## config.mk

```make
export PLATFORM = sky130hd
export DESIGN_NAME = uart_frame_rx
export DESIGN_NICKNAME = d
export VERILOG_FILES = /design/src/rtl/uart_frame_rx.sv
export SDC_FILE = /design/constraint.sdc
export NUM_CORES = 1
export LEC_CHECK = 0
export CORE_MARGIN = 2
export CORE_UTILIZATION = 40
export DETAILED_ROUTE_END_ITERATION = 12
export PLACE_DENSITY = 0.67
export SKIP_LAST_GASP = 1
export SYNTH_ARGS = -nofsm -noshare
export SYNTH_HDL_FRONTEND = slang
export SYNTH_SLANG_ARGS = --single-unit
```

## constraint.sdc

```tcl
create_clock -name CLK_50M -period 3.8 [get_ports CLK_50M]
set_clock_uncertainty 0.15 [all_clocks]
set_input_delay 0.95 -clock CLK_50M [delete_from_list [all_inputs] [get_ports CLK_50M]]
set_output_delay 0.95 -clock CLK_50M [all_outputs]
set_load 0.02 [all_outputs]
```

## src/rtl/uart_frame_rx.sv

```systemverilog
// uart_frame_rx: 8N1 UART receiver that assembles 32-byte frames into 16 channel words
module uart_frame_rx #(
  parameter int BIT_DIV  = 434,
  parameter int GAP_BITS = 20
) (
  input  logic         CLK_50M,
  input  logic         RESET_n,
  input  logic         RX,
  output logic [255:0] DATA_OUT,
  output logic         FRAME_VALID,
  output logic         FRAME_ERR,
  output logic         BYTE_VALID,
  output logic [7:0]   BYTE_DATA,
  output logic [15:0]  FRAME_CNT
);
  localparam int CW      = $clog2(BIT_DIV);
  localparam int GAP_LIM = GAP_BITS * BIT_DIV;
  localparam int GW      = $clog2(GAP_LIM + 1);
  typedef enum logic [1:0] {IDLE, START, DATA, STOP} state_t;
  state_t         r_state, w_next;
  logic           r_rx_m, r_rxs;
  logic [CW-1:0]  r_cnt;
  logic [2:0]     r_bit;
  logic [7:0]     r_sh, r_low;
  logic [4:0]     r_idx;
  logic [255:0]   r_shadow;
  logic           r_frame_pend;
  logic [GW-1:0]  r_gap;
  logic           w_half, w_full, w_accept, w_stop_bad, w_gap_run, w_gap_hit;
  // Bit FSM state register
  always_ff @(posedge CLK_50M)
    r_state <= !RESET_n ? IDLE : w_next;
  // Next-state logic and per-cycle strobes; a start bit that fails mid-bit sampling is a glitch
  always_comb begin
    w_next     = r_state;
    w_half     = r_cnt == CW'(BIT_DIV / 2 - 1);
    w_full     = r_cnt == CW'(BIT_DIV - 1);
    w_accept   = r_state == STOP && w_full && r_rxs;
    w_stop_bad = r_state == STOP && w_full && !r_rxs;
    w_gap_run  = r_state == IDLE && r_rxs;
    w_gap_hit  = w_gap_run && r_gap == GW'(GAP_LIM - 1);
    case (r_state)
      IDLE:    w_next = r_rxs ? IDLE : START;
      START:   w_next = w_half ? (r_rxs ? IDLE : DATA) : START;
      DATA:    w_next = (w_full && r_bit == 3'd7) ? STOP : DATA;
      default: w_next = w_full ? IDLE : STOP;
    endcase
  end
  // Synchroniser, bit timing, byte assembly, frame buffering and line-gap resync
  always_ff @(posedge CLK_50M) begin
    if (!RESET_n) begin
      r_rx_m       <= 1'b1;
      r_rxs        <= 1'b1;
      r_cnt        <= '0;
      r_bit        <= '0;
      r_sh         <= '0;
      r_low        <= '0;
      r_idx        <= '0;
      r_shadow     <= '0;
      r_frame_pend <= 1'b0;
      r_gap        <= '0;
      DATA_OUT     <= '0;
      FRAME_VALID  <= 1'b0;
      FRAME_ERR    <= 1'b0;
      BYTE_VALID   <= 1'b0;
      BYTE_DATA    <= '0;
      FRAME_CNT    <= '0;
    end else begin
      r_rx_m       <= RX;
      r_rxs        <= r_rx_m;
      r_cnt        <= (r_state == IDLE || (r_state == START && w_half) || w_full) ? '0 : r_cnt + 1'b1;
      if (r_state == DATA && w_full) begin
        r_sh  <= {r_rxs, r_sh[7:1]};
        r_bit <= r_bit + 1'b1;
      end
      BYTE_VALID   <= w_accept;
      if (w_accept)
        BYTE_DATA <= r_sh;
      r_frame_pend <= w_accept && r_idx == 5'd31;
      FRAME_VALID  <= r_frame_pend;
      if (r_frame_pend) begin
        DATA_OUT  <= r_shadow;
        FRAME_CNT <= FRAME_CNT + 1'b1;
      end
      FRAME_ERR    <= (w_stop_bad || w_gap_hit) && r_idx != 5'd0;
      r_gap        <= !w_gap_run ? '0 : (r_gap == GW'(GAP_LIM)) ? r_gap : r_gap + 1'b1;
      if (w_accept) begin
        if (!r_idx[0])
          r_low <= r_sh;
        else
          r_shadow[{r_idx[4:1], 4'b0} +: 16] <= {r_sh, r_low};
        r_idx <= r_idx + 1'b1;
      end else if (w_stop_bad || w_gap_hit)
        r_idx <= '0;
    end
  end
endmodule

```

==> out/qor.csv, run 1 <==
metric,value,unit
run_status,finished clean,
synth.net_count,2254,
crit_type,reg -> reg,
first_global_vias,16200,
numPlacedInstances,3141,
first_iter_violations,1333,
clock_path_buffers,3,
final_nets,2471,
vias_per_cell,5.16,
syn-cell-area,22300,um^2
final_period_minus_worst_setup_slack,3.15,ns
worst_path_max_delay_cell,nand4_1,
timing_max_transition_violations_final,0,
final_period_util,82.9,%
numPortBuffers,285,
post_synth.cell_area_avg,9.98,um^2
clk_latency,0.63,ns
die_height,240,um
multiInputGateArea,9760,um^2
grt_start_max_net_pins,144,
max_slew.worst_pin.slew,1.06,ns
final_cell_mix,"dfxtp_1 (590), mux2i_1 (420), nor2_1 (317)",
timing.critical_path.arrival,3.46,ns
most_common_cell_after_layout_fill_and_taps_aside,dfxtp_1,
detail_route.wirelength,62700,um
non_filler_instances,3251,
crit_path_end_kind,flop,
yosys_register_bits,591,
die_area,57700,um^2
cts_root_buffer,clkbuf_16,
overflow_after_grt,0,
grt.total_usage,21.2,%
post_synth_edffs,0,
cts_sinks,591,
route.vias.total,16800,
ys_dominant_reg_cell,dfxtp_1,
firstDrtPassIters,6,
route.detailed.drc,0,
async_reset_ff_share,0,%
area.sequential,11800,um^2
setup_viol,0,
crit_start,r_idx[1],
final.fill_count,4908,
min-delay-path-class,reg -> reg,
layout-drive-gt1-share,11.7,%
maximum_ir_drop_on_the_vdd_rail,0.388,mV
maxCapViolations,0,
netlist-cell-type-count,59,
initial_utilization,40.5,%
cts.reportedPaths.clkPinSlew,0.06,ns
critical_path.max_stage_delay,0.75,ns
layout-area-overhead-vs-synth,25.4,%
place.detailed.hpwl,41500,um
cts.hold.buffers_added,0,
post_cts.repair.setup_buffers,0,
power_per_cell_area,458,nW/um^2
core,55200,um^2
fin_tns_setup,0,ns
grt_antenna_before_repair,0,
maxSlewHeadroom,28.9,%
cellLeakagePower,0.00914,uW
timing.hold.worst.start,r_shadow[130],
wire_length_of_the_first_global_routing_pass,95400,um
htree_num_levels,2,
floorplan.rows,86,
cts_tree,done,
place.gp.congestion,0.809,
total_of_warnings_raised_by_yosys,0,
rsz0062_at_grt,no,
critPathLaunchType,flop,
maxClockFrequency,0.317,GHz
die_width,240,um
worst_ep_required_time,4.11,ns
synth_top_area_share,53.0,%
finalHoldViolCount,0,
ios,286,
postCtsResizedCells,0,
yosys.area.top_type,dfxtp_1,
worstReg2RegStart,r_idx[1],
tritoncts.num_buffers,59,
insertedDiodeCount,0,
remaining_number_of_nets_flagged_by_the_antenna_check_after_routing,0,
critical_path.cell_chain,"inv_1, ha_1, nor2_1, nand4_1, o21ai_0, a21oi_1",
wire_per_inst,19.3,um
synth.area.top_cells,"dfxtp_1 (53%), mux2i_1 (19%), nor2_1 (5.3%)",
synthesis.instances,2237,
synth.yosys.seq_area_share,53.0,%
path_max_fanout,16,
[routing by layer]
layer	vias to the layer above	GRT usage [%]	share of wire, %
met5	-	0	0
met4	0	7.27	3.1
met3	106	3.33	4.8
met2	428	34.8	47
met1	8116	28.4	45
li1	8133	-	-
[critical path: cells and delay by family, from the launching register on]
kind | cells | cell delay, ns
AND/OR/NAND/NOR | 2 | 1.10
AO/OA/AOI/OAI | 2 | 0.61
buffers and inverters | 1 | 0.15
flip-flops | 1 | 0.55
adder cells (fa/ha/maj) | 1 | 0.42
[worst paths after layout]
path	to	slack, ns	depth (start not counted)
worst max register to register	r_shadow[14]	0.65	6
worst max-delay path	r_shadow[14]	0.65	6
worst min-delay path	r_shadow[130]	0.31	2
worst min register to register	r_shadow[130]	0.31	2
[layout make-up]
| class | count | area share, % |
|---|---|---|
| inverters | 12 | 0.188 |
| repair buffers | 327 | 11.5 |
| well taps | 748 | 3.34 |
| flip-flops and latches | 591 | 42.3 |
| clock inverters | 27 | 1.80 |
| clock buffers | 83 | 6.06 |
| multi-input cells | 1463 | 34.8 |
[cells by family after synthesis]
| kind of cell | after synthesis | synth area share (%) |
|---|---|---|
| compound gates | 172 | 5.69 |
| xor+xnor | 34 | 1.40 |
| fa+ha+maj | 14 | 0.784 |
| buf+inv | 183 | 3.55 |
| flops | 591 | 53.0 |
| mux | 420 | 18.8 |
| simple gates | 823 | 16.8 |
[metrics by stage]
stage / power (uW) / area, um^2 / setup slack, ns / util [%] / hold slack, ns
after floorplan: 6440 / 22300 / 1.11 / - / 0.236
after global placement: 6470 / 25800 / 0.813 / 46.7 / 0.292
after detailed placement: 6480 / 25800 / 0.764 / 46.7 / 0.296
after CTS: 12900 / 28000 / 0.745 / 50.7 / 0.310
after global routing: 13200 / 28000 / 0.416 / 50.7 / 0.320
final: 12800 / 28000 / 0.650 / 50.7 / 0.308
[flip-flops by register name (all words and copies together) (netlist names)]
signal,count
BYTE_DATA,8
BYTE_VALID,1
DATA_OUT,256
FRAME_CNT,16
FRAME_ERR,1
FRAME_VALID,1
r_bit,3
r_cnt,9
r_frame_pend,1
r_gap,14
r_idx,5
r_low,8
r_rx_m,1
r_rxs,1
r_sh,8
r_shadow,256
r_state,2
[synthesized netlist by cell type (all sizes together), types with 4 or more instances]
| master | instances |
|---|---|
| xnor2 | 27 |
| xor2 | 7 |
| ha | 14 |
| nand4 | 12 |
| inv | 12 |
| nand2 | 265 |
| or3 | 10 |
| clkbuf | 109 |
| o21ai | 28 |
| nor2b | 4 |
| nand2b | 4 |
| nor3 | 82 |
| nand3 | 33 |
| a31o | 97 |
| or2 | 22 |
| nor4 | 45 |
| and4 | 4 |
| mux2i | 420 |
| dfxtp | 591 |
| buf | 62 |
| nor2 | 317 |
| a21oi | 32 |
[where the power goes]
group	internal [uW]	leakage, uW	switching (uW)	total, uW
logic	18.6	0.00330	115	133
clock network	4000	0.00108	2500	6500
registers	6200	0.00476	5.61	6200
total	10200	0.00914	2620	12800
Power figures use the tool's default switching activity.
==> inputs of run 2 (changes only) <==
Settings changed: PLACE_DENSITY 0.67 to 0.69.
Clock period 3.8 ns to 2.7 ns, I/O delays scaled along.
==> out/qor.csv, run 2 (synthesis gave the netlist of run 1 again) <==
metric,value,unit
layout-drive-gt1-share,12.5,%
cts_root_buffer,clkbuf_16,
vias_per_cell,5.19,
htree_num_levels,2,
run_status,finished clean,
setup_viol,0,
overflow_after_grt,0,
clk_latency,0.62,ns
grt.total_usage,21.5,%
die_height,240,um
most_common_cell_after_layout_fill_and_taps_aside,dfxtp_1,
final.fill_count,4865,
grt_start_max_net_pins,86,
worst_ep_required_time,3.04,ns
final_period_minus_worst_setup_slack,2.55,ns
wire_per_inst,19.3,um
power_per_cell_area,605,nW/um^2
maximum_ir_drop_on_the_vdd_rail,0.457,mV
final_period_util,94.5,%
ios,286,
firstDrtPassIters,5,
crit_type,reg -> reg,
crit_path_end_kind,flop,
final_cell_mix,"dfxtp_1 (590), mux2i_1 (420), nor2_1 (317)",
cts.reportedPaths.clkPinSlew,0.06,ns
final_cell_area,28000,um^2
cts_sinks,591,
cellLeakagePower,0.00916,uW
grt_antenna_before_repair,0,
core,55200,um^2
final_nets,2502,
first_global_vias,16500,
reg.largest.list,"DATA_OUT x256, r_shadow x256, FRAME_CNT x16",
route.vias.total,17000,
min-delay-path-class,reg -> reg,
timing_max_transition_violations_final,0,
initial_utilization,40.5,%
die_width,240,um
numPortBuffers,285,
maxSlewHeadroom,51.3,%
route.detailed.drc,0,
non_filler_instances,3277,
rsz0062_at_grt,no,
finalHoldViolCount,0,
tritoncts.num_buffers,59,
place.detailed.hpwl,42700,um
max_slew.worst_pin.slew,0.731,ns
fin_tns_setup,0,ns
wire_length_of_the_first_global_routing_pass,96700,um
post_cts.repair.setup_buffers,0,
floorplan.rows,86,
dpl-instance-area,26100,um^2
timing.critical_path.arrival,2.90,ns
postCtsResizedCells,0,
cts.hold.buffers_added,0,
detail_route.wirelength,63300,um
place.gp.congestion,0.834,
cts_tree,done,
path_max_fanout,44,
first_iter_violations,1153,
die_area,57700,um^2
maxCapViolations,0,
insertedDiodeCount,0,
layout-area-overhead-vs-synth,25.4,%
maxClockFrequency,0.392,GHz
critPathLaunchType,flop,
clock_path_buffers,3,
remaining_number_of_nets_flagged_by_the_antenna_check_after_routing,0,
numPlacedInstances,3172,
-- run 2: changes by cell type in the layout (fill, tap and decap cells not counted) --
cell	delta
buf_4	+26
bufinv_16	-10
clkbuf_8	-6
buf_12	+5
clkbuf_1	+4
clkinvlp_4	+3
clkbuf_16	+2
clkinv_2	+2
clkinv_4	+1
clkinv_8	-1
inv_16	-1
inv_6	+1
-- run 2: final timing paths --
path / slack (ns) / end / cells after the start / start
worst max-delay path: 0.15 / r_shadow[194] / 6 / r_cnt[0]
worst min-delay path: 0.30 / r_rxs / 1 / r_rx_m
worst max register to register: 0.15 / r_shadow[194] / 6 / r_cnt[0]
worst min register to register: 0.30 / r_rxs / 1 / r_rx_m
-- run 2: where the power goes --
group          switching, uW  internal, uW
clock                   3400          4610
combinational            162          35.1
sequential              7.81          8720
-- run 2: metal layers --
metal	GRT usage, %	wire, um	vias to the layer above	share of wire, %
met5	0	0	-	0
met4	8.11	2100	0	3.3
met3	3.83	3460	110	5.5
met2	35.1	29700	457	47
met1	28.4	28000	8258	44
li1	-	-	8178	-
-- run 2: critical path: stages (launching register included) --
cell	delay (ns)
dfxtp_1	0.41
ha_1	0.19
and4bb_2	0.26
nand4_1	0.22
buf_12	0.26
or3_1	0.61
a31o_2	0.34
-- run 2: cell type report --
class / instances / area (um^2) / share of cell area (%)
clock buffers: 83 / 1680 / 6.00
flip-flops and latches: 591 / 11800 / 42.3
well taps: 748 / 936 / 3.34
clock inverters: 22 / 218 / 0.778
inverters: 12 / 52.6 / 0.188
multi-input cells: 1463 / 9760 / 34.9
repair buffers: 358 / 3520 / 12.6
-- run 2: per-stage QoR --
stage / utilization [%] / power, uW / worst slack (ns) / hold slack [ns]
after detailed placement: 47.3 / 9120 / 0.177 / 0.280
after floorplan: - / 9060 / 0.00717 / 0.236
final: 50.7 / 16900 / 0.148 / 0.297
after global routing: 50.7 / 17500 / 0.0307 / 0.301
after CTS: 50.7 / 17100 / 0.112 / 0.290
after global placement: 47.3 / 9120 / 0.267 / 0.292
==> inputs of run 3 (changes only) <==
Settings changed: SETUP_SLACK_MARGIN set to 0.15.
==> out/qor.csv, run 3 (synthesis gave the netlist of run 1 again) <==
metric,value,unit
worst-r2r-cell-count,6,
worst_ep_required_time,1.88,ns
floorplan.rows,86,
crit_family,buffers and inverters,
fin_tns_setup,0,ns
power_per_cell_area,613,nW/um^2
final_cell_mix,"dfxtp_1 (588), mux2i_1 (420), nor2_1 (317)",
max_slew.worst_pin.slew,0.853,ns
run_status,finished clean,
die_height,240,um
rsz0062_at_grt,yes,
post_cts.repair.setup_buffers,0,
maxSlewHeadroom,43.1,%
cts_root_buffer,clkbuf_16,
clk_latency,0.64,ns
timing_max_transition_violations_final,0,
layout-area-overhead-vs-synth,26.0,%
wire_per_inst,19.4,um
reg.largest.list,"DATA_OUT x256, r_shadow x256, FRAME_CNT x16",
final_period_minus_worst_setup_slack,2.53,ns
crit_type,reg -> out,
final_nets,2499,
final_period_util,93.5,%
vias_per_cell,5.18,
crit_path_end_kind,output port,
first_iter_violations,1367,
setup_viol,0,
place.gp.congestion,0.853,
timing.critical_path.arrival,1.70,ns
most_common_cell_after_layout_fill_and_taps_aside,dfxtp_1,
cts.hold.buffers_added,0,
insertedDiodeCount,0,
initial_utilization,40.5,%
grt.total_usage,21.4,%
number_of_cells_on_the_critical_path,1,
critical_path.max_stage_delay,0.65,ns
maxClockFrequency,0.396,GHz
cts.reportedPaths.clkPinSlew,0.06,ns
ios,286,
grt_start_max_net_pins,102,
overflow_after_grt,0,
maxCapViolations,0,
route.detailed.drc,0,
worst_path_max_delay_cell,clkdlybuf4s50_1,
first_global_vias,16400,
cts_sinks,591,
min_path_cells,1,
maximum_ir_drop_on_the_vdd_rail,0.497,mV
grt_antenna_before_repair,0,
critPathLaunchType,flop,
route.vias.total,17000,
core,55200,um^2
remaining_number_of_nets_flagged_by_the_antenna_check_after_routing,0,
finalHoldViolCount,0,
path_max_fanout,2,
tritoncts.num_buffers,60,
die_area,57700,um^2
critical_path.cell_chain,clkdlybuf4s50_1,
layout-drive-gt1-share,12.8,%
numPortBuffers,285,
place.detailed.hpwl,42200,um
cellLeakagePower,0.00931,uW
post_layout_utilization_of_the_core,51.0,%
detail_route.wirelength,63700,um
htree_num_levels,2,
cts_tree,done,
clock_path_buffers,3,
min-delay-path-class,reg -> reg,
wire_length_of_the_first_global_routing_pass,95900,um
firstDrtPassIters,5,
die_width,240,um
sum_of_buffers_and_inverters_on_the_critical_path,1,
run 3: changes by cell type in the layout (fill, tap and decap cells not counted), moves of 3 or more:
cell             change
dlygate4sd2_1        +7
buf_4                -7
buf_12               +3
dlymetal6s2s_1       +4
clkinv_2             -3
clkdlybuf4s50_1     -11
clkbuf_8             +7
run 3: final timing paths:
check | start | to | slack [ns]
worst max register to register | r_cnt[0] | r_shadow[204] | 0.31
worst min-delay path | r_rx_m | r_rxs | 0.30
worst min register to register | r_rx_m | r_rxs | 0.30
worst max-delay path | DATA_OUT[203] | DATA_OUT[203] | 0.17
run 3: report_power, final:
part | internal (uW) | switching, uW | total, uW
Combinational | 31.5 | 165 | 196
Clock | 4790 | 3520 | 8310
Sequential | 8720 | 8.29 | 8730
Total | 13500 | 3690 | 17200
run 3: worst register-to-register path: stages, from the launching register on:
cell,delay [ns]
dfxtp_1,0.41
ha_1,0.20
and4bb_2,0.31
nand4_1,0.19
buf_12,0.24
or3_4,0.51
a31o_2,0.28
run 3: final cells by class:
class | instances | area (um^2)
Tap cell | 748 | 936
Inverter | 12 | 52.6
Sequential cell | 591 | 11800
Timing Repair Buffer | 354 | 3530
Multi-Input combinational cell | 1463 | 9780
Clock buffer | 90 | 1750
Fill cell | 4885 | 27100
Clock inverter | 22 | 244
run 3: repair_timing:
action	4_1_cts	5_1_grt
endpoints found under the hold margin	0	0
gates cloned	0	0
resized for setup	9	6
setup endpoints to repair	10	36
run 3: layer usage:
metal  wire [um]  GRT usage, %
met4        1690          6.98
met1       28400          28.3
met3        3980          4.65
met2       29600          34.6
met5           0             0
run 3: per-stage QoR:
step | instance area [um^2] | total power, uW | cells | worst slack [ns] | hold WS [ns]
final | 28100 | 17200 | 3280 | 0.175 | 0.299
after CTS | 28100 | 17400 | 3280 | 0.158 | 0.306
after global placement | 26100 | 9110 | 3168 | 0.241 | 0.292
after detailed placement | 26100 | 9120 | 3168 | 0.152 | 0.288
after global routing | 28100 | 17700 | 3280 | 0.148 | 0.318
after floorplan | 22300 | 9060 | 2237 | 0.185 | 0.236
==> patch, RTL diff (config.mk and constraints of run 3) <==
The output `BYTE_VALID` loses its register stage (`BYTE_VALID` becomes a continuous assignment).
--- a/src/rtl/uart_frame_rx.sv
+++ b/src/rtl/uart_frame_rx.sv
@@ -62,7 +62,6 @@
       DATA_OUT     <= '0;
       FRAME_VALID  <= 1'b0;
       FRAME_ERR    <= 1'b0;
-      BYTE_VALID   <= 1'b0;
       BYTE_DATA    <= '0;
       FRAME_CNT    <= '0;
     end else begin
@@ -73,7 +72,6 @@
         r_sh  <= {r_rxs, r_sh[7:1]};
         r_bit <= r_bit + 1'b1;
       end
-      BYTE_VALID   <= w_accept;
       if (w_accept)
         BYTE_DATA <= r_sh;
       r_frame_pend <= w_accept && r_idx == 5'd31;
@@ -94,5 +92,7 @@
         r_idx <= '0;
     end
   end
+
+  assign BYTE_VALID = w_accept;
 endmodule
 
Formal check against the unedited RTL: no difference found for any inputs over 4 cycles, from zero or initial values and one cycle with RESET_n low; that may be too few to reach the edited logic, so the function may still have changed.
==> patch against run 3 <==
Combinational power is 4% higher. Cell area up 1.3%. Critical endpoint is now BYTE_VALID. Worst setup slack worse by 0.17 ns. Sequential power hardly changed. Sequential share of layout area decreased by 0.60 points. Routed wire length is 0.68% lower. Die area about the same. Area after synthesis about the same. Total power grew 0.48%. Critical path type unchanged. Sequential cell count is 1 lower. Clock power up 1%. Largest power group unchanged.
==> patch: results (changes against run 3) <==
----------------------------------------------------
[Finish]
  Seq. cell area ... 11,800 um2 (-0.11%)
  Bufs w/o clock ... 375 (+5.9%)
  Clock network contribution to total cell area ... 0.0715 (+0.000429)
  Layout non-clock buf frac ... 0.134 (+0.00871)
  # diodes ... 1 (+1)
  Layout cell share with drive strength beyond 1 ... 0.138 (+0.00972)
  Multi-input gate area ... 9820 um2 (+0.42%)
  Number of nets in the layout ... 2,511 (+0.48%)

[GRT]
  First-pass GRT wire length ... 95.4 mm (-0.52%)
  Maximum number of pins on one net before global-route repair ... 104 (+2.0%)
  Fraction of met3 tracks used by global routing ... 0.0393 (-0.00723)
  Antenna violations before repair ... 1 (+1)
  GRT met1 Usage ... 0.278 (-0.00520)
  M2 GR Usage ... 0.348 (+0.00158)
  Global-route total usage across every layer ... 0.212 (-0.00229)

[Worst setup path]
  Data arrival at the endpoint of the critical path ... 1.87 ns (+0.17 ns)
  Delay of the slowest cell on the worst path ... 0.39 ns (-0.26 ns)
  Critical path's top delay family ... simple AND/OR/NAND/NOR gates

[Placed design]
  Total instance count after detailed placement ... 3,166 (-0.063%)
  Pre-CTS setup slack ... 0.111 ns (-0.0402 ns)
  Final HPWL from detailed placement ... 42.1 mm (-0.30%)
  Weighted congestion at the end of routability-driven global placement ... 0.847 (-0.79%)

[Synth]
  Post-synthesis sequential area ratio ... 0.529 (about the same)
  Number of library cell types mapped by synthesis ... 62 (+5.1%)
  Main area contributors after synthesis ... sky130_fd_sc_hd__dfxtp_1 53%, sky130_fd_sc_hd__mux2i_1 19%, sky130_fd_sc_hd__nor2_1 5.5%
  Gate count after technology mapping ... 2,229 (-0.36%)

[Clock tree]
  Clock Sink Count ... 590 (-0.17%)

[Power]
  Largest vdd supply drop ... 0.496 mV (-0.21%)

[Routing]
  Vias after detailed routing ... 17,100 (+0.64%)

[Status]
  Result of the run ... completed

[STA]
  Worst-Margin Slew ... 0.961 ns (+0.108 ns)

----------------------------------------------------
==> patch: cell types whose count changed after synthesis, sizes merged, moves of 7 or more <==
cell    delta
a21oi      -8
buf        +7
nand2     -14
clkbuf     -7
nor2       +8
mux2i      +8
==> patch: through the flow <==
step / util / power (uW) / hold slack, ns
floorplan: - / 9050 / 0.236
global placement: 0.475 / 9100 / 0.278
detailed placement: 0.475 / 9110 / 0.294
CTS: 0.514 / 17500 / 0.304
global route: 0.517 / 17900 / 0.315
finish: 0.517 / 17300 / 0.306
==> patch: final timing paths <==
path / end / slack [ns] / cells past startpoint / startpoint
max: BYTE_VALID / 0.0002 / 6 / r_cnt[1]
min: r_shadow[123] / 0.31 / 2 / r_shadow[123]
max reg2reg: r_shadow[244] / 0.15 / 14 / r_cnt[1]
min reg2reg: r_shadow[123] / 0.31 / 2 / r_shadow[123]
==> patch: cells by family after synthesis <==
family | Yosys count | share of synthesized area
AND/OR/NAND/NOR | 816 | 0.167
flip-flops | 590 | 0.529
multiplexers | 428 | 0.192
buffers and inverters | 184 | 0.0354
AO/OA/AOI/OAI | 162 | 0.0544
XOR/XNOR | 35 | 0.0144
adder cells (fa/ha/maj) | 14 | 0.00785
==> patch: power breakdown <==
part / internal (uW) / switching [uW]
registers: 8710 / 8.13
clock network: 4960 / 3440
logic: 39.1 / 165
==> patch: repair_timing <==
item / in CTS / in global routing
buffers inserted: 11 / 2
resized for setup: 18 / 37
endpoints found under the setup margin: 52 / 99
pin swaps: 1 / 2
gates cloned: 0 / 2
==> patch: layer usage <==
metal  vias up  share of wire  wire (um)
met5         -              0          0
met4         0          0.033       2070
met3       110          0.058       3690
met2       520           0.47      29600
met1      8285           0.44      27800
li1       8187              -          -
